$ cat config.mk
export PLATFORM = sky130hd
export DESIGN_NAME = spi_fib_packet_tx_flat
export DESIGN_NICKNAME = d
export VERILOG_FILES = /design/src/rtl/spi_fib_packet_tx_if.sv /design/src/rtl/spi_fib_packet_tx.sv /design/src/flat_wrapper.sv
export SDC_FILE = /design/constraint.sdc
export NUM_CORES = 1
export LEC_CHECK = 0
export BUFFER_PORTS_ARGS = -buffer_cell sky130_fd_sc_hd__buf_4
export CAP_MARGIN = 20
export CORE_MARGIN = 5
export CORE_UTILIZATION = 33
export CTS_CLUSTER_SIZE = 25
export DETAILED_ROUTE_END_ITERATION = 10
export HOLD_SLACK_MARGIN = 0.05
export PLACE_DENSITY_LB_ADDON = 0.15
export SYNTH_ARGS = -nofsm -noshare
export SYNTH_HDL_FRONTEND = slang
export SYNTH_SLANG_ARGS = --single-unit
export TNS_END_PERCENT = 1
$ cat constraint.sdc
create_clock -name clk -period 10.7 [get_ports clk]
set_input_delay 1.07 -clock clk [delete_from_list [all_inputs] [get_ports clk]]
set_output_delay 1.07 -clock clk [all_outputs]
set_load 0.03 [all_outputs]
$ cat src/rtl/spi_fib_packet_tx_if.sv
// SPI-side byte input and FIB-side packet stream of the SPI->FIB packet transmitter.
interface spi_fib_packet_tx_if;
    logic       spi_rx_valid;
    logic [7:0] spi_rx_byte;
    logic       spi_rx_abort;
    logic       fib_ready;
    logic       RX_valid;
    logic [7:0] data_SPI_to_FIB;
    logic       pkt_dropped;
    logic       pkt_pending;

    modport slave (
        input  spi_rx_valid, spi_rx_byte, spi_rx_abort, fib_ready,
        output RX_valid, data_SPI_to_FIB, pkt_dropped, pkt_pending
    );

    modport master (
        output spi_rx_valid, spi_rx_byte, spi_rx_abort, fib_ready,
        input  RX_valid, data_SPI_to_FIB, pkt_dropped, pkt_pending
    );
endinterface

$ cat src/rtl/spi_fib_packet_tx.sv
// Buffers whole NDN packets from the SPI byte receiver and replays each one to the FIB
// as a start strobe followed by an unbroken byte stream.
module spi_fib_packet_tx #(
    parameter int unsigned DEPTH        = 128,
    parameter int unsigned PTR_W        = 7,
    parameter int unsigned PREFIX_BYTES = 8,
    parameter int unsigned DATA_BYTES   = 32
) (
    input logic               clk,
    input logic               rst,
    spi_fib_packet_tx_if.slave bus
);
    localparam int unsigned AW       = PTR_W + 1;
    localparam int unsigned INT_LEN  = 1 + PREFIX_BYTES;
    localparam int unsigned DATA_LEN = INT_LEN + DATA_BYTES;
    localparam int unsigned LEN_W    = $clog2(DATA_LEN + 1);

    typedef enum logic [1:0] {RX_IDLE, RX_FILL, RX_DROP} rx_state_t;
    typedef enum logic [1:0] {TX_IDLE, TX_START, TX_SEND} tx_state_t;

    rx_state_t        rx_state;
    tx_state_t        tx_state;
    logic [7:0]       mem [DEPTH];
    logic [AW-1:0]    wr_ptr, commit_ptr, rd_ptr;
    logic [PTR_W-1:0] pkt_count, cnt_next;
    logic [LEN_W-1:0] rx_left, tx_left;
    logic [LEN_W-1:0] meta_len_c, head_len_c;
    logic [AW-1:0]    free_c;
    logic             wr_en_c, commit_c, done_c;

    function automatic logic [LEN_W-1:0] pkt_len(input logic is_data);
        return is_data ? LEN_W'(DATA_LEN) : LEN_W'(INT_LEN);
    endfunction

    // Space check, FIFO write enable and packet-count bookkeeping
    always_comb begin
        meta_len_c = pkt_len(bus.spi_rx_byte[7]);
        head_len_c = pkt_len(mem[rd_ptr[PTR_W-1:0]][7]);
        free_c     = AW'(DEPTH) - (wr_ptr - rd_ptr);
        wr_en_c    = 1'b0;
        commit_c   = 1'b0;
        case (rx_state)
            RX_IDLE: wr_en_c = bus.spi_rx_valid && (free_c >= AW'(meta_len_c));
            RX_FILL: begin
                wr_en_c  = bus.spi_rx_valid && !bus.spi_rx_abort;
                commit_c = wr_en_c && (rx_left == LEN_W'(1));
            end
            default: ;
        endcase
        done_c   = (tx_state == TX_SEND) && (tx_left == '0);
        cnt_next = pkt_count + PTR_W'(commit_c) - PTR_W'(done_c);
    end

    always_ff @(posedge clk) begin
        if (wr_en_c && !rst) mem[wr_ptr[PTR_W-1:0]] <= bus.spi_rx_byte;
    end

    // RX: admit, fill, drop or abort packets coming from SPI
    always_ff @(posedge clk) begin
        if (rst) begin
            rx_state        <= RX_IDLE;
            wr_ptr          <= '0;
            commit_ptr      <= '0;
            rx_left         <= '0;
            bus.pkt_dropped <= 1'b0;
        end else begin
            bus.pkt_dropped <= 1'b0;
            case (rx_state)
                RX_IDLE: if (bus.spi_rx_valid) begin
                    rx_left <= meta_len_c - LEN_W'(1);
                    if (wr_en_c) begin
                        wr_ptr   <= wr_ptr + AW'(1);
                        rx_state <= RX_FILL;
                    end else begin
                        bus.pkt_dropped <= 1'b1;
                        rx_state        <= RX_DROP;
                    end
                end
                RX_FILL: if (bus.spi_rx_abort) begin
                    wr_ptr          <= commit_ptr;
                    bus.pkt_dropped <= 1'b1;
                    rx_state        <= RX_IDLE;
                end else if (bus.spi_rx_valid) begin
                    wr_ptr  <= wr_ptr + AW'(1);
                    rx_left <= rx_left - LEN_W'(1);
                    if (commit_c) begin
                        commit_ptr <= wr_ptr + AW'(1);
                        rx_state   <= RX_IDLE;
                    end
                end
                RX_DROP: if (bus.spi_rx_abort) begin
                    wr_ptr   <= commit_ptr;
                    rx_state <= RX_IDLE;
                end else if (bus.spi_rx_valid) begin
                    rx_left <= rx_left - LEN_W'(1);
                    if (rx_left == LEN_W'(1)) rx_state <= RX_IDLE;
                end
                default: rx_state <= RX_IDLE;
            endcase
        end
    end

    // TX: strobe, then stream the head packet one byte per clock
    always_ff @(posedge clk) begin
        if (rst) begin
            tx_state            <= TX_IDLE;
            rd_ptr              <= '0;
            tx_left             <= '0;
            pkt_count           <= '0;
            bus.pkt_pending     <= 1'b0;
            bus.RX_valid        <= 1'b0;
            bus.data_SPI_to_FIB <= '0;
        end else begin
            pkt_count       <= cnt_next;
            bus.pkt_pending <= (cnt_next != '0);
            bus.RX_valid    <= 1'b0;
            case (tx_state)
                TX_IDLE: begin
                    bus.data_SPI_to_FIB <= '0;
                    if ((pkt_count != '0) && bus.fib_ready) begin
                        bus.RX_valid <= 1'b1;
                        tx_state     <= TX_START;
                    end
                end
                TX_START: begin
                    bus.data_SPI_to_FIB <= mem[rd_ptr[PTR_W-1:0]];
                    rd_ptr              <= rd_ptr + AW'(1);
                    tx_left             <= head_len_c - LEN_W'(1);
                    tx_state            <= TX_SEND;
                end
                TX_SEND: if (tx_left == '0) begin
                    bus.data_SPI_to_FIB <= '0;
                    tx_state            <= TX_IDLE;
                end else begin
                    bus.data_SPI_to_FIB <= mem[rd_ptr[PTR_W-1:0]];
                    rd_ptr              <= rd_ptr + AW'(1);
                    tx_left             <= tx_left - LEN_W'(1);
                end
                default: tx_state <= TX_IDLE;
            endcase
        end
    end
endmodule

$ cat src/flat_wrapper.sv
// flat-port wrapper written by rule: the top's interface ports become plain ports
module spi_fib_packet_tx_flat 
#(
    parameter int unsigned DEPTH        = 128,
    parameter int unsigned PTR_W        = 7,
    parameter int unsigned PREFIX_BYTES = 8,
    parameter int unsigned DATA_BYTES   = 32
)
  (clk, rst, bus_spi_rx_valid, bus_spi_rx_byte, bus_spi_rx_abort, bus_fib_ready, bus_RX_valid, bus_data_SPI_to_FIB, bus_pkt_dropped, bus_pkt_pending);
  spi_fib_packet_tx_if bus_i ();
  input logic clk;
  input logic rst;
  input wire logic [$bits(bus_i.spi_rx_valid)-1:0] bus_spi_rx_valid;
  input wire logic [$bits(bus_i.spi_rx_byte)-1:0] bus_spi_rx_byte;
  input wire logic [$bits(bus_i.spi_rx_abort)-1:0] bus_spi_rx_abort;
  input wire logic [$bits(bus_i.fib_ready)-1:0] bus_fib_ready;
  output wire logic [$bits(bus_i.RX_valid)-1:0] bus_RX_valid;
  output wire logic [$bits(bus_i.data_SPI_to_FIB)-1:0] bus_data_SPI_to_FIB;
  output wire logic [$bits(bus_i.pkt_dropped)-1:0] bus_pkt_dropped;
  output wire logic [$bits(bus_i.pkt_pending)-1:0] bus_pkt_pending;
  assign bus_i.spi_rx_valid = bus_spi_rx_valid;
  assign bus_i.spi_rx_byte = bus_spi_rx_byte;
  assign bus_i.spi_rx_abort = bus_spi_rx_abort;
  assign bus_i.fib_ready = bus_fib_ready;
  assign bus_RX_valid = bus_i.RX_valid;
  assign bus_data_SPI_to_FIB = bus_i.data_SPI_to_FIB;
  assign bus_pkt_dropped = bus_i.pkt_dropped;
  assign bus_pkt_pending = bus_i.pkt_pending;
  spi_fib_packet_tx #(.DEPTH(DEPTH), .PTR_W(PTR_W), .PREFIX_BYTES(PREFIX_BYTES), .DATA_BYTES(DATA_BYTES)) u_core (.clk(clk), .rst(rst), .bus(bus_i));
endmodule
# After elaboration in Yosys (flattened, before gate mapping)
# Memory sizes are Yosys's and may differ from the RTL's. A register that Yosys moved wholly into a read port is not among the register bits.
# Index checks and enable logic that the tools add are counted.
# classes
n_addsub	10
magnitude_cmp	1
bitwise	2
mux	41
n_reduce_logical	25
n_eq_ne	17
# op_table
operator	n
8-bit two-way mux	7
8-bit case mux with 3 select lines	2
6-bit two-way mux	6
6-bit case mux with 2 select lines	2
6-bit by 1-bit subtractor with 6-bit output (second input constant)	4
2-bit two-way mux	10
8-bit by 1-bit adder with 8-bit output (second input constant)	2
8-bit case mux with 2 select lines	1
7-bit two-way mux	2
7-bit nonzero test	2
2-bit case mux with 3 select lines	2
2-bit inequality test (second input constant)	5
5-bit AND reduction	2
8-bit by 6-bit greater-or-equal comparator with 1-bit output	1
4-bit AND reduction	2
8-bit subtractor	1
8-bit subtractor (first input constant)	1
7-bit by 1-bit adder with 7-bit output	1
1-bit two-way mux	7
7-bit by 1-bit subtractor with 7-bit output	1
6-bit by 1-bit == test with 1-bit output (second input constant)	1
1-bit logical AND	6
6-bit zero test	1
2-bit by 1-bit inequality test with 1-bit output (second input constant)	3
12 further kinds	24
# totals
ff_bits	58
in_bits	13
output_inout_bits	11
elab_cells	109
mem_bits_rw	1024
n_memories	1
# memory_table
memory	depth	word_bits	rd	rd_clocked_by_memory_dff	wr	line	rtl
u_core.mem	128	8	1	1	1	spi_fib_packet_tx.sv:23	logic [7:0] mem [DEPTH];

# Depth between registers and ports, before layout
# depth
ltp_word	8
depth_mapped	17
mapped_depth_nobuf	15

# Least setup slack after synthesis
# No wires, ideal clock.
# synth_timing
path_kind	flip-flop to flip-flop
from	register u_core.wr_ptr[1]
to	memory u_core.mem[127][0], enable pin
setup_slack_ns	6.778
setup_time_ns	0.395
path_stages_with_launch	14
t_arrival_ns	3.527
n_path_buf	1
synth_period_minus_slack_ns	3.922
t_required_ns	10.305
cell_sequence	dfxtp_1 inv_1 ha_1 ha_1 fa_1 a21o_1 a21oi_1 xnor2_1 ha_1 o21ai_0 nand4b_1 a21oi_1 buf_2 nor4_1
# synth_via
elab_chain_len	8
# synth_rtl
element	line	rtl
start, declared	spi_fib_packet_tx.sv:24	logic [AW-1:0] wr_ptr, commit_ptr, rd_ptr;
start signal, assigned	spi_fib_packet_tx.sv:72	wr_ptr <= wr_ptr + AW'(1);
start signal, assigned	spi_fib_packet_tx.sv:80	wr_ptr <= commit_ptr;
start signal, assigned	spi_fib_packet_tx.sv:84	wr_ptr <= wr_ptr + AW'(1);
8-bit subtractor (2 in a row)	spi_fib_packet_tx.sv:39	free_c = AW'(DEPTH) - (wr_ptr - rd_ptr);
8-bit by 6-bit greater-or-equal comparator with 1-bit output	spi_fib_packet_tx.sv:43	RX_IDLE: wr_en_c = bus.spi_rx_valid && (free_c >= AW'(meta_len_c));
1-bit logical AND	spi_fib_packet_tx.sv:43	
1-bit case mux with 2 select lines	spi_fib_packet_tx.sv:42	case (rx_state)
1-bit logical AND	spi_fib_packet_tx.sv:55	if (wr_en_c && !rst) mem[wr_ptr[PTR_W-1:0]] <= bus.spi_rx_byte;
1-bit two-way mux	spi_fib_packet_tx.sv:55	
1-bit two-way mux (implied by the code)	spi_fib_packet_tx.sv:55	
end, declared	spi_fib_packet_tx.sv:23	
# Several ways; a longest one is shown, not always the timed one.

# Final worst setup path
# layout_timing
from	register u_core.wr_ptr[3]
to	memory u_core.mem[4][6], enable pin
# Same word-level chain as after synthesis.

==> results by group <==
Timing
  – Fin crit share: 48.4%
  – Clock skew: 0.0320 ns
  – Hold Vio Cnt, Final: 0
  – Worst slew pin tran: 1.17 ns
  – Hold WS: 0.489 ns
  – Final min period: 5.18 ns
  – Final setup fails: 0
  – Unrepaired setup endpoints after global routing: no
  – Final slew viol count: 0
  – Rel. slew slack: 21.8%
  – Max Freq: 193 MHz
  – Total negative setup slack: 0 ns

Yosys
  – Synth top area cells: edfxtp_1, mux4_2, dfxtp_1
  – Post-synth top area cell: edfxtp_1
  – Async SR Flop Fraction: 0%
  – Mapped Area: 43700 sq um
  – Net count after synthesis: 2348
  – Distinct cell type count after synthesis: 60
  – Synth top cells by count: edfxtp_1, mux4_2, nor3_1
  – Post-synth EDFFs: 1024
  – Seq cells post-synth: 1089
  – Avg Cell Area, Syn: 19.0 sq um
  – Cells after synthesis: 2296
  – Yosys warns: 0
  – Ys flop type: edfxtp_1
  – Post-synthesis sequential area ratio: 73.4%
  – Synth top area share: 70.4%
  – Cell with the most instances after synthesis: edfxtp_1

Detailed routing
  – Iteration-0 DRC Markers: 2276
  – Vias: 22900
  – DRT antenna net count: 0
  – Routed wire length: 127000 um
  – Routed vias/inst: 5.40
  – DRC Markers: 0
  – Routed wire per std cell: 29.9 um
  – Initial DRT Pass Iterations: 5

GRT
  – GRT Total Usage: 17.8%
  – Vias in the first global route: 23400
  – First-pass GRT wire length: 180000 um
  – Total grt overflow: 0
  – Largest net degree at the start of global routing: 147
  – Initial antenna violation count: 0

Setup path
  – Worst setup path startpoint: u_core.wr_ptr[3]
  – CP Class: reg -> reg
  – RR Endpoint: u_core.mem[4][6]
  – R2R depth: 12
  – Worst Setup End Kind: flip-flop
  – CP Capture Point: u_core.mem[4][6]
  – Worst reg2reg startpoint: u_core.wr_ptr[3]
  – WP data arrival: 5.49 ns
  – Worst R2R Setup Slack: 5.52 ns
  – Req. time, crit path: 11.02 ns
  – Setup crit start kind: flip-flop
  – Max FO, Critical Path: 128

Power and ir drop
  – Logic pwr share: 20.8%
  – Psw: 3.14 mW
  – Seq pwr share: 43.5%
  – Clock power frac: 35.7%
  – Int Power: 7.87 mW
  – Sw Ratio: 28.5%
  – Pwr/cell area: 221 nW/um^2
  – Static leakage: 14.8 nW
  – Maximum vdd ir drop: 0.405 mV

Place
  – Final HPWL DP: 77900 um
  – Routability congestion estimate: 0.835
  – I/O Buffers: 23

Die
  – Initial Utilization: 33.2%
  – Standard-cell rows: 133
  – Die Ht: 374 um
  – IO Count: 24
  – Core footprint: 131000 sq um
  – Die W: 374 um
  – DIE AREA: 140000 sq um

Run
  – Max-cap violations: 0

Clock network
  – CTS Sinks: 1089
  – Post-CTS Setup Inserts: 0
  – Post-CTS Hold Fix Bufs: 0
  – CTS buffer count: 116
  – H-tree depth: 3
  – CTS clk-pin slew, worst paths: 0.06 ns
  – CTS tree: done
  – Max Root-Sink Buffers: 3
  – Resize count post-CTS: 0
  – Clock latency on the worst-skew pair: 0.73 ns
  – Clock Tree Root: clkbuf_16

Cells and area
  – Antenna cell count: 0
  – Share of cells above drive strength 1: 22.5%
  – Layout area overhead: 14.0%
  – Nets: 2432
  – Fillcell total: 12000

Hold path
  – Type of the worst min-delay path: reg -> reg

Outcome
  – Status: finished clean
[layout by cell type (no fill, tap or decap), types with 9 or more instances in the layout]
cell type / count
a211oi_1: 28
a21oi_1: 54
a221oi_1: 14
a22o_1: 17
a22oi_1: 9
buf_2: 9
buf_4: 62
bufinv_16: 9
clkbuf_1: 28
clkbuf_16: 118
clkbuf_4: 20
clkinv_1: 32
clkinv_2: 15
dfxtp_1: 61
edfxtp_1: 1024
ha_1: 37
inv_1: 31
mux2_2: 14
mux2i_1: 60
mux4_2: 262
nand2_1: 82
nand3_1: 26
nand4_1: 16
nor2_1: 86
nor2b_1: 34
nor3_1: 137
o21ai_0: 39
xnor2_1: 17
xor2_1: 11
[how the worst min path moves through the flow]
stage | start | to | slack, ns | cells after the start
floorplan | u_core.tx_left[5] | u_core.tx_left[5] | 0.44 | 2
global placement | u_core.tx_left[5] | u_core.tx_left[5] | 0.46 | 2
detailed placement | u_core.tx_left[5] | u_core.tx_left[5] | 0.48 | 2
CTS | u_core.tx_left[5] | u_core.tx_left[5] | 0.49 | 2
global route | u_core.commit_ptr[6] | u_core.commit_ptr[6] | 0.52 | 2
finish | u_core.tx_left[3] | u_core.tx_left[3] | 0.49 | 2
[power groups by stage]
stage / clock, mW / sequential (mW) / combinational [mW]
after floorplan: 0 / 4.84 / 1.60
after global placement: 0 / 4.88 / 2.34
after detailed placement: 0 / 4.88 / 2.32
after CTS: 4.02 / 4.80 / 2.33
after global routing: 4.20 / 4.80 / 2.45
final: 3.93 / 4.79 / 2.29
[through the flow]
stage | instance area (sq um) | total power, mW | instances | utilization, % | setup slack (ns)
floorplan | 43700 | 6.43 | 2296 | - | 6.78
global placement | 45900 | 7.22 | 3982 | 34.9 | 5.56
detailed placement | 45900 | 7.21 | 3982 | 34.9 | 5.47
CTS | 49600 | 11.1 | 4201 | 37.7 | 5.36
global route | 49800 | 11.5 | 4236 | 37.9 | 5.26
finish | 49800 | 11.0 | 4236 | 37.9 | 5.52
[critical path: stages (launching register included)]
cell	delay, ns
dfxtp_1	1.01
inv_1	0.35
ha_1	0.38
ha_1	0.34
a21o_1	0.20
a21oi_1	0.17
xnor2_1	0.08
ha_1	0.26
o21ai_0	0.08
nand4b_1	0.34
a21oi_4	0.11
buf_12	0.33
nor3_1	1.01
[routing by layer]
layer  track usage [%]  routed length, um  share of wire, %
met1              25.1              55400                44
met2              28.7              60800                48
met3              3.15               7280               5.7
met4              4.65               3170               2.5
met5                 0                  0                 0
[sequential cells by signal, summed over array words and instances, names as in the netlist, 6 cells and up, named ones only]
name                        flops
u_core.commit_ptr               8
u_core.wr_ptr                   8
u_core.rx_left                  6
u_core.mem                   1024
u_core.bus.data_SPI_to_FIB      8
u_core.rd_ptr                   8
u_core.pkt_count                7
u_core.tx_left                  6
[final cells by class]
class	count	area [sq um]	area share, %
clock buffer	150	3110	6.25
clock inverter	69	586	1.18
inverter	32	120	0.241
multi-input combinational	1040	10900	22.0
sequential	1089	32100	64.4
tap	1755	2200	4.41
timing repair buffer	101	771	1.55
[cell families (layout without fill, tap and decap cells)]
kind of cell             Yosys count  in the layout  synth area share [%]
AND/OR/NAND/NOR                  426            426                  4.67
adder cells (fa/ha/maj)           39             39                  1.15
multiplexers                     336            336                  15.3
buffers and inverters            167            352                  1.75
XOR/XNOR                          28             28                 0.562
AO/OA/AOI/OAI                    211            211                  3.18
flip-flops                      1089           1089                  73.4
Power figures use the tool's default switching activity.
